===== src/rtl/comms_ctrl_pkg.sv =====
// Shared definitions for the communications control path.
//   state_e   : sequencer FSM state encoding
//   CmdWDefault : default command code width
//   cnt_width() : width of a down-counter able to hold max(a, b)
package comms_ctrl_pkg;

  localparam int unsigned CmdWDefault = 3;

  typedef enum logic [2:0] {
    StIdle     = 3'd0,
    StIssue    = 3'd1,
    StWaitAcc  = 3'd2,
    StWaitDone = 3'd3,
    StDelay    = 3'd4,
    StDataAck  = 3'd5,
    StDataWait = 3'd6,
    StError    = 3'd7
  } state_e;

  function automatic int unsigned cnt_width(input int unsigned a, input int unsigned b);
    int unsigned m;
    m = (a > b) ? a : b;
    return $clog2(m + 1);
  endfunction

endpackage


===== src/rtl/ld_downcounter.sv =====
// Loadable down-counter with zero flag; saturates at zero.
//   clk, rst    : clock, synchronous active-low reset (count -> 0)
//   load_i      : load load_val_i (wins over dec_i)
//   load_val_i  : value to load
//   dec_i       : decrement by one when non-zero
//   zero_o      : count is zero
module ld_downcounter #(
  parameter int unsigned CNT_W = 4
) (
  input  logic             clk,
  input  logic             rst,
  input  logic             load_i,
  input  logic [CNT_W-1:0] load_val_i,
  input  logic             dec_i,
  output logic             zero_o
);

  logic [CNT_W-1:0] cnt_q;

  always_ff @(posedge clk) begin
    if (!rst) begin
      cnt_q <= '0;
    end else if (load_i) begin
      cnt_q <= load_val_i;
    end else if (dec_i && (cnt_q != '0)) begin
      cnt_q <= cnt_q - CNT_W'(1);
    end
  end

  assign zero_o = (cnt_q == '0);

endmodule


===== src/rtl/cmd_sequencer.sv =====
// Command sequencer: issues NUM_CMDS consecutive command codes to the command engine,
// waiting for each to complete plus an inter-command delay, then kicks the data engine.
//   clk, rst       : clock, synchronous active-low reset
//   start_in       : sequence request (IDLE only)
//   abort_in       : synchronous abort from any busy state
//   first_cmd      : first command code, captured at start
//   command_1      : current command code
//   start          : command request level, held across the whole command run
//   ready_command  : command engine ready (low while executing)
//   start_datos    : data engine start
//   bussy_e        : data engine busy
//   bussy_m        : sequencer busy (command phase)
//   err            : sticky handshake-timeout flag, cleared by the next start
module cmd_sequencer
  import comms_ctrl_pkg::*;
#(
  parameter int unsigned CMD_W          = CmdWDefault,
  parameter int unsigned NUM_CMDS       = 4,
  parameter int unsigned DELAY_CYCLES   = 100000000,
  parameter int unsigned TIMEOUT_CYCLES = 1000000,
  parameter int unsigned CNT_W          = cnt_width(DELAY_CYCLES, TIMEOUT_CYCLES)
) (
  input  logic             clk,
  input  logic             rst,
  input  logic             start_in,
  input  logic             abort_in,
  input  logic [CMD_W-1:0] first_cmd,
  output logic [CMD_W-1:0] command_1,
  output logic             start,
  input  logic             ready_command,
  output logic             start_datos,
  input  logic             bussy_e,
  output logic             bussy_m,
  output logic             err
);

  localparam logic [CMD_W-1:0] LastIdx     = CMD_W'(NUM_CMDS - 1);
  localparam logic [CNT_W-1:0] DelayLoad   = CNT_W'(DELAY_CYCLES);
  localparam logic [CNT_W-1:0] TimeoutLoad = CNT_W'(TIMEOUT_CYCLES);

  state_e           state_q, state_d;
  logic [CMD_W-1:0] cmd_q, cmd_d;
  logic [CMD_W-1:0] idx_q, idx_d;
  logic             start_q, start_d;
  logic             start_datos_q, start_datos_d;
  logic             bussy_m_q, bussy_m_d;
  logic             err_q, err_d;

  logic             cnt_load, cnt_dec, cnt_zero;
  logic [CNT_W-1:0] cnt_val;

  // Single counter shared by the inter-command delay and every handshake timeout.
  ld_downcounter #(
    .CNT_W (CNT_W)
  ) u_cnt (
    .clk        (clk),
    .rst        (rst),
    .load_i     (cnt_load),
    .load_val_i (cnt_val),
    .dec_i      (cnt_dec),
    .zero_o     (cnt_zero)
  );

  always_comb begin
    state_d       = state_q;
    cmd_d         = cmd_q;
    idx_d         = idx_q;
    start_d       = start_q;
    start_datos_d = start_datos_q;
    bussy_m_d     = bussy_m_q;
    err_d         = err_q;
    cnt_load      = 1'b0;
    cnt_val       = TimeoutLoad;
    cnt_dec       = 1'b0;

    // Abort overrides every other transition; err is left untouched.
    if (abort_in && (state_q != StIdle)) begin
      state_d       = StIdle;
      start_d       = 1'b0;
      start_datos_d = 1'b0;
      bussy_m_d     = 1'b0;
    end else begin
      unique case (state_q)
        StIdle: begin
          if (start_in) begin
            cmd_d     = first_cmd;
            idx_d     = '0;
            err_d     = 1'b0;
            bussy_m_d = 1'b1;
            state_d   = StIssue;
          end
        end
        StIssue: begin
          start_d  = 1'b1;
          cnt_load = 1'b1;
          state_d  = StWaitAcc;
        end
        StWaitAcc: begin
          if (!ready_command) begin
            cnt_load = 1'b1;
            state_d  = StWaitDone;
          end else if (cnt_zero) begin
            state_d = StError;
          end else begin
            cnt_dec = 1'b1;
          end
        end
        StWaitDone: begin
          if (ready_command) begin
            cnt_load = 1'b1;
            cnt_val  = DelayLoad;
            state_d  = StDelay;
          end else if (cnt_zero) begin
            state_d = StError;
          end else begin
            cnt_dec = 1'b1;
          end
        end
        StDelay: begin
          if (!cnt_zero) begin
            cnt_dec = 1'b1;
          end else if (idx_q < LastIdx) begin
            idx_d   = idx_q + CMD_W'(1);
            cmd_d   = cmd_q + CMD_W'(1);
            state_d = StIssue;
          end else begin
            // Command phase done: hand over to the data engine.
            start_d       = 1'b0;
            bussy_m_d     = 1'b0;
            start_datos_d = 1'b1;
            cnt_load      = 1'b1;
            state_d       = StDataAck;
          end
        end
        StDataAck: begin
          if (bussy_e) begin
            state_d = StDataWait;
          end else if (cnt_zero) begin
            state_d = StError;
          end else begin
            cnt_dec = 1'b1;
          end
        end
        StDataWait: begin
          if (!bussy_e) begin
            start_datos_d = 1'b0;
            state_d       = StIdle;
          end
        end
        StError: begin
          err_d         = 1'b1;
          start_d       = 1'b0;
          start_datos_d = 1'b0;
          bussy_m_d     = 1'b0;
          state_d       = StIdle;
        end
        default: state_d = StIdle;
      endcase
    end
  end

  always_ff @(posedge clk) begin
    if (!rst) begin
      state_q       <= StIdle;
      cmd_q         <= '0;
      idx_q         <= '0;
      start_q       <= 1'b0;
      start_datos_q <= 1'b0;
      bussy_m_q     <= 1'b0;
      err_q         <= 1'b0;
    end else begin
      state_q       <= state_d;
      cmd_q         <= cmd_d;
      idx_q         <= idx_d;
      start_q       <= start_d;
      start_datos_q <= start_datos_d;
      bussy_m_q     <= bussy_m_d;
      err_q         <= err_d;
    end
  end

  assign command_1   = cmd_q;
  assign start       = start_q;
  assign start_datos = start_datos_q;
  assign bussy_m     = bussy_m_q;
  assign err         = err_q;

endmodule


===== config.mk =====
export PLATFORM = sky130hd
export DESIGN_NAME = cmd_sequencer
export DESIGN_NICKNAME = d
export VERILOG_FILES = /design/src/rtl/comms_ctrl_pkg.sv /design/src/rtl/ld_downcounter.sv /design/src/rtl/cmd_sequencer.sv
export SDC_FILE = /design/constraint.sdc
export NUM_CORES = 1
export LEC_CHECK = 0
export ABC_CLOCK_PERIOD_IN_PS = 2800
export BUFFER_PORTS_ARGS = -buffer_cell sky130_fd_sc_hd__buf_2
export CORE_MARGIN = 2
export CORE_UTILIZATION = 50
export CTS_CLUSTER_DIAMETER = 50
export CTS_CLUSTER_SIZE = 28
export DETAILED_ROUTE_END_ITERATION = 7
export GPL_TIMING_DRIVEN = 0
export PLACE_DENSITY_LB_ADDON = 0.05
export SYNTH_ARGS = -nofsm -noshare
export SYNTH_HDL_FRONTEND = slang
export SYNTH_SLANG_ARGS = --single-unit
export TNS_END_PERCENT = 50

===== constraint.sdc =====
create_clock -name clk -period 2.8 [get_ports clk]
set_clock_uncertainty 0.2 [all_clocks]
set_input_delay 0.28 -clock clk [delete_from_list [all_inputs] [get_ports clk]]
set_output_delay 0.28 -clock clk [all_outputs]
set_load 0.02 [all_outputs]

==> summary.log <==
qor: yosys.mappedNetlistNets 303
qor: route.first_iter_violations 187
qor: critical_path.worstSetupEndpointType register
qor: yosys.netlist_instances 291
qor: sta.remaining_max_slew_budget_at_the_tightest_pin 53.7%
qor: critical_path.timing.critical_path.fanout_max 9
qor: clock_tree.worst_skew_pair.late_latency 0.29 ns
qor: sta.finalCritPeriodShare 94.7%
qor: critical_path.ff2ff_setup_slack 0.15 ns
qor: route.antenna_violating_nets_post_route 0
qor: clock_tree.clock-root-buffer clkbuf_8
qor: placement.port-buffer-count 15
qor: sta.final.setup.tns 0 ns
qor: yosys.postSynthAreaPerCell 7.85 um^2
qor: worst_hold_path.worst_hold_path_type in -> reg
qor: sta.timing.fmax 377 MHz
qor: yosys.seq_area_frac_synth 35.0%
qor: final_layout.antennaDiodeCount 0
qor: yosys.yosysUniqueCellTypes 53
qor: critical_path.critPathKind reg -> reg
qor: run.maxCapViolations 0
qor: sta.rsz_0062_raised_after_global_routing false
qor: power.worst_supply_voltage_drop_on_vdd 0.000471 V
qor: die.floorplan.rows 24
qor: critical_path.count_of_cells_along_the_worst_register_to_register_path 10
qor: critical_path.worstReg2RegEnd u_cnt.cnt_q[9]
qor: final_layout.nets 325
qor: route.detail_route.vias_per_cell 5.92
qor: global_route.number_of_antenna_violations_at_the_first_check_in_global_routing 0
qor: yosys.synth-async-reset-ratio 0%
qor: yosys.synth.largest_area_cell dfxtp_1
qor: sta.hold_viol_final 0
qor: clock_tree.cts_htree_levels 2
qor: yosys.synth_area 2280 um^2
qor: final_layout.layout.core_utilization 57.5%
qor: sta.finalSetupViolations 0
qor: die.fp.dieArea 5130 um^2
qor: global_route.grt_pass1_wl 9.33 mm
qor: die.core-area 4380 um^2
qor: run_status.status finished clean
qor: power.power.static_leakage 0.000949 uW
qor: critical_path.regToRegStartpoint u_cnt.cnt_q[0]
qor: sta.tightest_slew 0.692 ns
qor: worst_hold_path.hp-start first_cmd[1]
qor: yosys.fraction_of_post_synthesis_cell_area_in_the_top_cell_type_by_area 35.0%
qor: sta.timing.final.max_slew_violations 0
qor: worst_hold_path.min_delay_path_depth 3
qor: final_layout.areaGrowthSynthToFinish 10.4%
qor: global_route.grt_max_degree 13
qor: final_layout.layout.cell_area.non_filler 2520 um^2
qor: placement.detail_placement_hpwl 3.82 mm
qor: route.vias 2167
qor: route.detail_route.drc_violations 0
qor: yosys.synth-main-ff-cell dfxtp_1
qor: route.finalWirelength 5.37 mm
qor: die.floorplan.initialDensity 52.1%
qor: clock_tree.cts_tree yes
qor: clock_tree.clk_path_buf_depth 2
qor: global_route.vias_in_the_first_global_route 2014
qor: critical_path.start_kind register
qor: yosys.post_synth_edffs 0
qor: clock_tree.numClockSinks 40
qor: global_route.grt_util_all_layers 22.9%
qor: worst_hold_path.min_delay_worst_endpoint command_1[1]
qor: clock_tree.cts_inserted_buffers 5
qor: die.die_w 71.6 um
qor: final_layout.drive_gt1_share 12.7%
qor: clock_tree.cts.clk_slew.worst_paths 0.07 ns
qor: die.floorplan.io_pins 16
qor: clock_tree.postCtsSetupBuffers 0
qor: yosys.count_of_state_elements_after_synthesis 40
qor: route.avg_wl_per_cell 14.7 um
qor: placement.placed_area 2420 um^2
qor: yosys.ys_top_cells_by_area dfxtp_1, nor2_1, a21oi_1
qor: critical_path.critical_path_arrival 2.61 ns
qor: die.die_height 71.6 um
qor: final_layout.filler_cell_count 423
qor: sta.post-route-min-period 2.65 ns
qor: power.total_power_per_unit_cell_area 1240 nW/um^2
qor: yosys.ys.warnings.count 0
qor: route.drt_pre_antenna_iters 4
qor: critical_path.crit_required 2.76 ns
qor: placement.gp_congestion 0.846
qor: global_route.globalRouteOverflowTotal 0
cell type report:
type | instances | area, um^2 | share of cell area (%)
inverters | 6 | 22.5 | 0.893
repair buffers | 15 | 75.1 | 2.98
well taps | 52 | 65.1 | 2.58
multi-input cells | 231 | 1380 | 54.9
flip-flops and latches | 40 | 801 | 31.7
clock buffers | 7 | 86.3 | 3.42
clock inverters | 1 | 7.51 | 0.298
plain buffers | 14 | 81.3 | 3.22
worst max-delay path, cell delays in order (launching register included):
cell and delay [ns]:
dfxtp_1 0.35, inv_1 0.07, ha_1 0.23, nor4b_1 0.27
and4_1 0.25, buf_6 0.13, nand2_1 0.14, o21a_1 0.20
buf_2 0.18, o21ai_1 0.41, a21oi_1 0.08
cells in the final DEF (no fill, tap or decap), types with 6 or more instances in the layout:
cell type	count
a211oi_1	6
a21oi_1	26
buf_2	20
clkbuf_1	7
clkbuf_8	6
dfxtp_1	40
inv_1	6
nand2_1	34
nor2_1	41
nor3_1	15
nor4_1	6
o21ai_0	7
xnor2_1	12
per-layer routing:
metal | up-vias | GRT usage [%] | share of wire, % | wire length (um)
met2 | 46 | 35.2 | 44 | 2370
met1 | 1011 | 32.2 | 51 | 2740
met5 | - | 0 | 0 | 0
met4 | 0 | 7.34 | 0.84 | 45
met3 | 4 | 4.64 | 4.0 | 215
li1 | 1106 | - | - | -
how the worst max path moves through the flow:
stage                      end            from  slack, ns  cells after the start
3_3_place_gp   u_cnt.cnt_q[20]  u_cnt.cnt_q[0]       0.22                      9
4_1_cts        u_cnt.cnt_q[20]  u_cnt.cnt_q[0]       0.18                      9
2_1_floorplan   u_cnt.cnt_q[7]  u_cnt.cnt_q[0]       0.58                     10
5_1_grt         u_cnt.cnt_q[6]  u_cnt.cnt_q[0]       0.01                     10
3_5_place_dp   u_cnt.cnt_q[20]  u_cnt.cnt_q[0]       0.18                      9
6_report        u_cnt.cnt_q[9]  u_cnt.cnt_q[0]       0.15                     10
stage by stage:
step	hold WS, ns	worst slack [ns]	total power, uW	instances
floorplan	0.238	0.577	2320	291
global placement	0.242	0.224	2690	358
detailed placement	0.247	0.181	2700	358
CTS	0.0710	0.175	3120	366
global route	0.109	0.0110	3410	366
finish	0.0774	0.148	3120	366
power breakdown:
group	switching, uW	internal [uW]	total (uW)
Clock	206	200	406
Combinational	1080	749	1830
Sequential	165	718	883
sequential cells by signal (all words and copies together) (netlist names):
register	cells
u_cnt.cnt_q	27
command_1	3
idx_q	3
state_q	3
bussy_m	1
err	1
start	1
start_datos	1
cell families (layout without fill, tap and decap cells):
logic type | after synthesis | in the layout | synth area share, %
AOI/OAI and AO/OA | 73 | 73 | 20.4
xor gates and xnor gates | 16 | 16 | 6.13
buffers and inverters | 20 | 43 | 4.55
muxes | 3 | 3 | 1.53
adders and majority gates | 3 | 3 | 1.64
and+or+nand+nor | 136 | 136 | 30.7
DFF | 40 | 40 | 35.0
Yosys cell counts, types with 3 or more instances:
cell,count
nand2_1,34
and3_1,3
a311oi_1,4
xnor2_1,12
inv_1,6
xor2_1,4
dfxtp_1,40
or3_1,3
o22ai_1,3
o31ai_1,4
o21ai_0,7
o21ai_1,3
clkbuf_1,6
a21oi_1,26
nand3_1,4
buf_2,5
nor2b_1,5
ha_1,3
nor3_1,15
nand4_1,4
nor2_1,41
or4_1,3
nor3b_1,3
a31oi_1,4
nor4_1,6
o21a_1,3
a211oi_1,6
or2_2,3
what timing repair did:
| action | 4_1_cts | 5_1_grt |
|---|---|---|
| resized for setup | 0 | 1 |
| hold buffers | 0 | 0 |
| setup endpoints to repair | 0 | 4 |
Power figures use the tool's default switching activity.
